**config.mk**
```make
export PLATFORM = sky130hd
export DESIGN_NAME = fdivsqrt_otfc_seq
export DESIGN_NICKNAME = d
export VERILOG_FILES = /design/src/rtl/fdivsqrt_otfc_seq.sv
export SDC_FILE = /design/constraint.sdc
export NUM_CORES = 1
export LEC_CHECK = 0
export CAP_MARGIN = 20
export CORE_MARGIN = 1.5
export CORE_UTILIZATION = 55
export CTS_BUF_LIST = sky130_fd_sc_hd__clkbuf_4
export CTS_CLUSTER_DIAMETER = 150
export DETAILED_ROUTE_END_ITERATION = 6
export DONT_BUFFER_PORTS = 1
export PLACE_DENSITY_LB_ADDON = 0.25
export SETUP_SLACK_MARGIN = 0.1
export SYNTH_ARGS = -nofsm -noshare
export SYNTH_HDL_FRONTEND = slang
export SYNTH_SLANG_ARGS = --single-unit
```
**constraint.sdc**
```tcl
create_clock -name i_clk -period 7.6 [get_ports i_clk]
set_input_delay 1.52 -clock i_clk [delete_from_list [all_inputs] [get_ports i_clk]]
set_output_delay 1.52 -clock i_clk [all_outputs]
set_load 0.005 [all_outputs]
```
**src/rtl/fdivsqrt_otfc_seq.sv**
```systemverilog
// rtl/fdivsqrt_otfc_seq.sv - sequential on-the-fly converter for the divide/sqrt unit
module fdivsqrt_otfc_seq #(
    parameter int DIVB = 64,
    parameter int LOGR = 2,
    parameter int CNTW = 7
) (
    input  logic                   i_clk,
    input  logic                   i_reset,
    input  logic                   i_start,
    input  logic [DIVB:0]          i_u_init,
    input  logic [DIVB:0]          i_um_init,
    input  logic [CNTW-1:0]        i_num_digits,
    input  logic [(1<<LOGR)-1:0]   i_digit,
    input  logic                   i_digit_valid,
    output logic                   o_digit_ready,
    input  logic                   i_sign_valid,
    input  logic                   i_rem_neg,
    output logic [DIVB:0]          o_result,
    output logic                   o_result_valid,
    input  logic                   i_result_ready,
    output logic                   o_busy
);

    localparam logic [1:0] S_IDLE      = 2'd0;
    localparam logic [1:0] S_RUN       = 2'd1;
    localparam logic [1:0] S_WAIT_SIGN = 2'd2;
    localparam logic [1:0] S_DONE      = 2'd3;

    localparam logic [DIVB:0]   P_INIT  = {{DIVB{1'b0}}, 1'b1} << (DIVB - LOGR);
    localparam logic [CNTW-1:0] CNT_ONE = {{(CNTW-1){1'b0}}, 1'b1};

    logic [1:0]      r_state;
    logic [DIVB:0]   r_u;
    logic [DIVB:0]   r_um;
    logic [DIVB:0]   r_p;
    logic [CNTW-1:0] r_cnt;
    logic [DIVB:0]   r_result;

    logic [DIVB:0]   w_k1;
    logic [DIVB:0]   w_k2;
    logic [DIVB:0]   w_k3;
    logic [3:0]      w_d4;
    logic [DIVB:0]   w_u_nxt;
    logic [DIVB:0]   w_um_nxt;
    logic            w_accept;

    // Position masks for the digit currently being appended; they vanish once P shifts out.
    assign w_k1     = r_p;
    assign w_k2     = r_p << 1;
    assign w_k3     = w_k1 | w_k2;
    assign w_d4     = 4'(i_digit);
    assign w_accept = (r_state == S_RUN) && i_digit_valid;

    assign o_digit_ready  = (r_state == S_RUN);
    assign o_result_valid = (r_state == S_DONE);
    assign o_busy         = (r_state != S_IDLE);
    assign o_result       = r_result;

    // Next U/UM for the presented digit; higher digit bits win if more than one is set.
    always_comb begin
        w_u_nxt  = r_u;
        w_um_nxt = r_um;
        if (LOGR == 2) begin
            if (w_d4[3]) begin
                w_u_nxt  = r_u | w_k2;
                w_um_nxt = r_u | w_k1;
            end else if (w_d4[2]) begin
                w_u_nxt  = r_u | w_k1;
                w_um_nxt = r_u;
            end else if (w_d4[1]) begin
                w_u_nxt  = r_um | w_k3;
                w_um_nxt = r_um | w_k2;
            end else if (w_d4[0]) begin
                w_u_nxt  = r_um | w_k2;
                w_um_nxt = r_um | w_k1;
            end else begin
                w_um_nxt = r_um | w_k3;
            end
        end else begin
            if (w_d4[1]) begin
                w_u_nxt  = r_u | w_k1;
                w_um_nxt = r_u;
            end else if (w_d4[0]) begin
                w_u_nxt  = r_um | w_k1;
            end else begin
                w_um_nxt = r_um | w_k1;
            end
        end
    end

    // Control FSM and datapath registers; start aborts whatever is in flight.
    always_ff @(posedge i_clk or posedge i_reset) begin
        if (i_reset) begin
            r_state  <= S_IDLE;
            r_u      <= '0;
            r_um     <= '0;
            r_p      <= '0;
            r_cnt    <= '0;
            r_result <= '0;
        end else if (i_start) begin
            r_u     <= i_u_init;
            r_um    <= i_um_init;
            r_p     <= P_INIT;
            r_cnt   <= i_num_digits;
            r_state <= (i_num_digits != '0) ? S_RUN : S_WAIT_SIGN;
        end else begin
            case (r_state)
                S_RUN: begin
                    if (w_accept) begin
                        r_u   <= w_u_nxt;
                        r_um  <= w_um_nxt;
                        r_p   <= r_p >> LOGR;
                        r_cnt <= r_cnt - CNT_ONE;
                        if (r_cnt == CNT_ONE) begin
                            r_state <= S_WAIT_SIGN;
                        end
                    end
                end
                S_WAIT_SIGN: begin
                    if (i_sign_valid) begin
                        r_result <= i_rem_neg ? r_um : r_u;
                        r_state  <= S_DONE;
                    end
                end
                S_DONE: begin
                    if (i_result_ready) begin
                        r_state <= S_IDLE;
                    end
                end
                default: r_state <= S_IDLE;
            endcase
        end
    end

endmodule

```
; ---- Yosys cells after proc, flatten, opt, wreduce, memory -nomap -nowiden
; Index checks and enable logic that the tools add are counted.
[word_totals]
inputBits = 148
wordCells = 60
reg_bits = 269
out_inout_bits = 68
[classes]
n_eq_ne = 8
n_addsub = 1
reduce_logical = 10
bitwise = 7
mux = 28
[ops]
columns = op, n
row1 = $mux 65, 18
row2 = $or 65x65->65, 6
row3 = $mux 7, 3
row4 = $mux 2, 6
row5 = $ne 3x2->1 const B, 3
row6 = $eq 7x1->1 const B, 1
row7 = $reduce_bool 7->1, 1
row8 = $sub 7x1->7 const B, 1
row9 = $pmux 2 s3, 1
row10 = $reduce_and 3->1, 2
row11 = $reduce_bool 2->1, 3
row12 = $reduce_bool 5->1, 1
row13 = $eq 2x2->1 const B, 2
row14 = $reduce_and 4->1, 1
row15 = $ne 3x3->1 const B, 1
row16 = $eq 2x1->1 const B, 1
row17 = $reduce_and 2->1, 1
row18 = $logic_and 1x1->1, 1
row19 = $not 1->1, 1

; ---- Longest topological paths before layout
[depth]
depth_word = 9
ltp_mapped = 8
depth_no_buf = 6

; ---- Worst setup path before layout
; OpenSTA, ideal clock, no wires.
[synth_timing]
path_type = in2reg
startpoint = input i_digit[2]
endpoint = register r_um[27]
arrival_time_ps = 2684
path_slack_ps = 4795
t_required_ps = 7479
path_buffers = 3
path_stages = 7
setup_ps = 121
path_cell_list = buf_6 > or4b_4 > buf_6 > buf_6 > o21ai_1 > a2bb2oi_1 > o22a_1
[synth_via]
elab_chain_cells = 5
[synth_rtl]
columns = element, line
row1 = start: declaration, 13  ; input logic [(1<<LOGR)-1:0] i_digit,
row2 = $mux 65, 67  ; end else if (w_d4[2]) begin
row3 = $mux 65, 64  ; if (w_d4[3]) begin
row4 = $mux 65, 109  ; if (w_accept) begin
row5 = $mux 65, 107  ; case (r_state)
row6 = $mux 65, 100  ; end else if (i_start) begin
row7 = end signal: assignment, 102  ; r_um <= i_um_init;
row8 = end signal: assignment, 111  ; r_um <= w_um_nxt;
row9 = end: declaration, 34  ; logic [DIVB:0] r_um;
; Every way passes these cells. The select of a mux whose other input is x is not followed.
; A chain may end at the register's enable or synchronous reset.

; ---- Final worst setup path
[layout_timing]
startpoint = input i_digit_valid
endpoint = register r_u[7]
[layout_via]
elab_chain_cells = 3
[layout_rtl]
columns = element, line
row1 = start: declaration, 14  ; input logic i_digit_valid,
row2 = $logic_and 1x1->1, 52  ; assign w_accept = (r_state == S_RUN) && i_digit_valid;
row3 = $reduce_bool 2->1 (no line), --
row4 = $reduce_and 3->1 (no line), --
row5 = end signal: assignment, 101  ; r_u <= i_u_init;
row6 = end signal: assignment, 110  ; r_u <= w_u_nxt;
row7 = end: declaration, 33  ; logic [DIVB:0] r_u;
; Every way passes these cells.

==> impl_metrics.json <==
{
  "powerDensity_mw_per_mm2": 288.9,
  "synth.distinct_cells": 56,
  "switching_share_pct": 34.05,
  "hold_buffers": 0,
  "worst_pin_slew_ns": 1.113,
  "synth_ff_type": "dfrtp_1",
  "fin_crit_sh_pct": 41.39,
  "yosysSeqAreaShare_pct": 45.20,
  "die_x_um": 157.1,
  "dieArea_mm2": 0.02469,
  "dp_hpwl_mm": 22.44,
  "rsz0062_at_grt": "false",
  "numPortBuffers": 0,
  "hold_path_class": "reg -> reg",
  "nets": 1556,
  "dr.pass1.iters": 5,
  "final_cell_area_mm2": 0.01385,
  "placedInstanceArea_mm2": 0.01297,
  "p_clk_share_pct": 30.5,
  "crit_fanout": 43,
  "yosysWarnings": 0,
  "arrival_ns": 3.64,
  "p_leak_nw": 5.926,
  "cts_buffers": 68,
  "cts_tree": "yes",
  "setup_viol": 0,
  "fin_util_pct": 59.19,
  "fmax_ghz": 0.3179,
  "gp_congestion": 0.8274,
  "max_stage_delay_ns": 0.88,
  "combPwrFrac_pct": 22.1,
  "synth_top_area_share_pct": 45.20,
  "synth_area_per_cell_um2": 8.883,
  "ctsLongestPathBuffers": 3,
  "routed_wl_mm": 38.65,
  "postSynth.asyncResetShare_pct": 100.0,
  "fin_tns_setup_ns": 0,
  "pin_count": 216,
  "start_util_pct": 55.83,
  "crit_path_cell_trace": "nand2_2 > a21oi_1 > nor2_4 > mux2_2",
  "first_global_vias": 10578,
  "p_int_w": 0.002640,
  "slew_headroom_pct": 25.63,
  "synth_area_mm2": 0.01307,
  "clk_latency_ns": 0.67,
  "antenna_found_initial": 2,
  "fin_skew_ns": 0.06120,
  "cts_resized": 0,
  "crit_type": "in -> reg",
  "peakVddDrop_mv": 0.1479,
  "grtUsageTotal_pct": 31.04,
  "cp_slowest_cell": "nor2_4",
  "end_kind": "flop",
  "drv_slew": 0,
  "netSwitchingPower_w": 0.001363,
  "grt_start_max_net_pins": 247,
  "drc": 0,
  "die_y_um": 157.1,
  "ys_ff_latch": 236,
  "synthesis.nets": 1625,
  "cts_root_buf": "clkbuf_4",
  "syn2layout_area_growth_pct": 6.013,
  "antenna_left": 0,
  "hold_viol": 0,
  "num_vias": 11444,
  "clkSinkCount": 236,
  "wl_per_cell_um": 21.86,
  "synth_edf_count": 0,
  "drive_above_1_share_pct": 11.68,
  "rows": 56,
  "cp.required_ns": 8.09,
  "synthTopCellsByArea": "dfrtp_1, a21oi_1, nand2_1, mux2i_1, o21ai_0",
  "drtIter0Drc": 1341,
  "maxCapViolCount": 0,
  "htree_levels": 3,
  "core_mm2": 0.02340,
  "pwr-share-seq_pct": 47.3,
  "overflow": 0,
  "status": "finished clean",
  "detail_route.vias_per_cell": 6.473,
  "syn_inst": 1471,
  "synth_area_leader_cell": "dfrtp_1",
  "period_minus_slack_ns": 3.146,
  "grt_pass1_wl_mm": 59.25,
  "path_clk_slew_ns": 0.05,
  "post_cts_buffers": 0,
  "start_kind": "input pin"
}
## layout by cell type (no fill, tap or decap), types with 13 or more instances in the layout
cell type	n
clkbuf_4	99
dfrtp_1	236
nand2_1	187
mux2_2	30
o21ai_0	123
a221oi_1	16
a21oi_1	213
a31oi_1	13
a221o_1	30
a211oi_1	82
a2bb2oi_1	21
nor2_1	112
nand2b_1	20
a211o_1	15
o22a_1	20
inv_1	27
a22o_1	17
mux2i_1	66
## cells by family after synthesis
| family | synth area share [%] |
|---|---|
| xor+xnor | 0.4022 |
| mux | 7.900 |
| fa+ha+maj | 0.5745 |
| flops | 45.20 |
| compound gates | 28.64 |
| buf+inv | 5.985 |
| simple gates | 11.30 |
## state kept, by name, summed over array words and instances (netlist names)
register	flops
o_result	65
r_u	65
r_um	65
r_p	32
r_cnt	7
r_state	2
## power by group through the flow
stage               clock network, W  logic (W)  registers [W]
floorplan                          0   0.000746        0.00182
global placement                   0   0.000845        0.00189
detailed placement                 0   0.000880        0.00191
CTS                          0.00124   0.000884        0.00189
global route                 0.00132   0.000996        0.00194
finish                       0.00122   0.000885        0.00189
## Yosys cell counts, types with 4 or more instances
| master | count |
|---|---|
| dfrtp_1 | 236 |
| o21ai_1 | 11 |
| nor2_1 | 115 |
| a31oi_1 | 13 |
| nand2_1 | 188 |
| buf_6 | 4 |
| buf_1 | 18 |
| a211oi_1 | 82 |
| a211o_1 | 15 |
| a22o_1 | 17 |
| ha_1 | 6 |
| a221oi_1 | 16 |
| mux2i_1 | 66 |
| a21oi_1 | 213 |
| xnor2_1 | 4 |
| clkbuf_1 | 84 |
| o22a_1 | 20 |
| inv_1 | 28 |
| a221o_1 | 30 |
| o22ai_1 | 5 |
| and2_1 | 4 |
| buf_2 | 46 |
| mux2_2 | 30 |
| o221ai_1 | 12 |
| a2bb2oi_1 | 21 |
| o21ai_0 | 124 |
| nand2b_1 | 20 |
## metrics by stage
step                hold slack [ns]  instances  total power [W]  setup slack, ns
finish                       0.4989       1768         0.004002            4.454
global route                 0.5310       1768         0.004253            4.359
CTS                          0.5067       1765         0.004016            4.526
detailed placement           0.4959       1650         0.002788            3.843
global placement             0.4866       1650         0.002740            3.881
floorplan                    0.4733       1471         0.002565            2.988
## worst paths after layout
path | cells past startpoint | slack, ns | start | endpoint
worst max-delay path | 4 | 4.45 | i_digit_valid | r_u[7]
worst min-delay path | 2 | 0.50 | o_result[0] | o_result[0]
worst max register to register | 8 | 4.49 | r_state[1] | r_um[58]
worst min register to register | 2 | 0.50 | o_result[0] | o_result[0]
max in group asynchronous | 3 | 5.14 | i_reset | r_um[43]
min in group asynchronous | 1 | 0.93 | i_reset | o_result[7]
## critical path, delay by kind of cell
family	cells	cell delay [ns]
simple gates	2	1.50
compound gates	1	0.16
mux	1	0.42
## cell type report
| cell class | instances | area (um^2) |
|---|---|---|
| Tap cell | 319 | 399.1 |
| Fill cell | 2133 | 9550 |
| Sequential cell | 236 | 5906 |
| Clock buffer | 99 | 743.2 |
| Timing Repair Buffer | 15 | 150.1 |
| Multi-Input combinational cell | 1052 | 6420 |
| Clock inverter | 16 | 116.4 |
| Antenna cell | 2 | 5.005 |
| Inverter | 29 | 112.6 |
## routing by layer
layer  GRT usage [%]  share of wire, %
met3           9.637                11
met2           44.84                44
met1           43.67                42
met4           11.59               2.3
met5               0                 0
(Power assumes the default switching activity.)
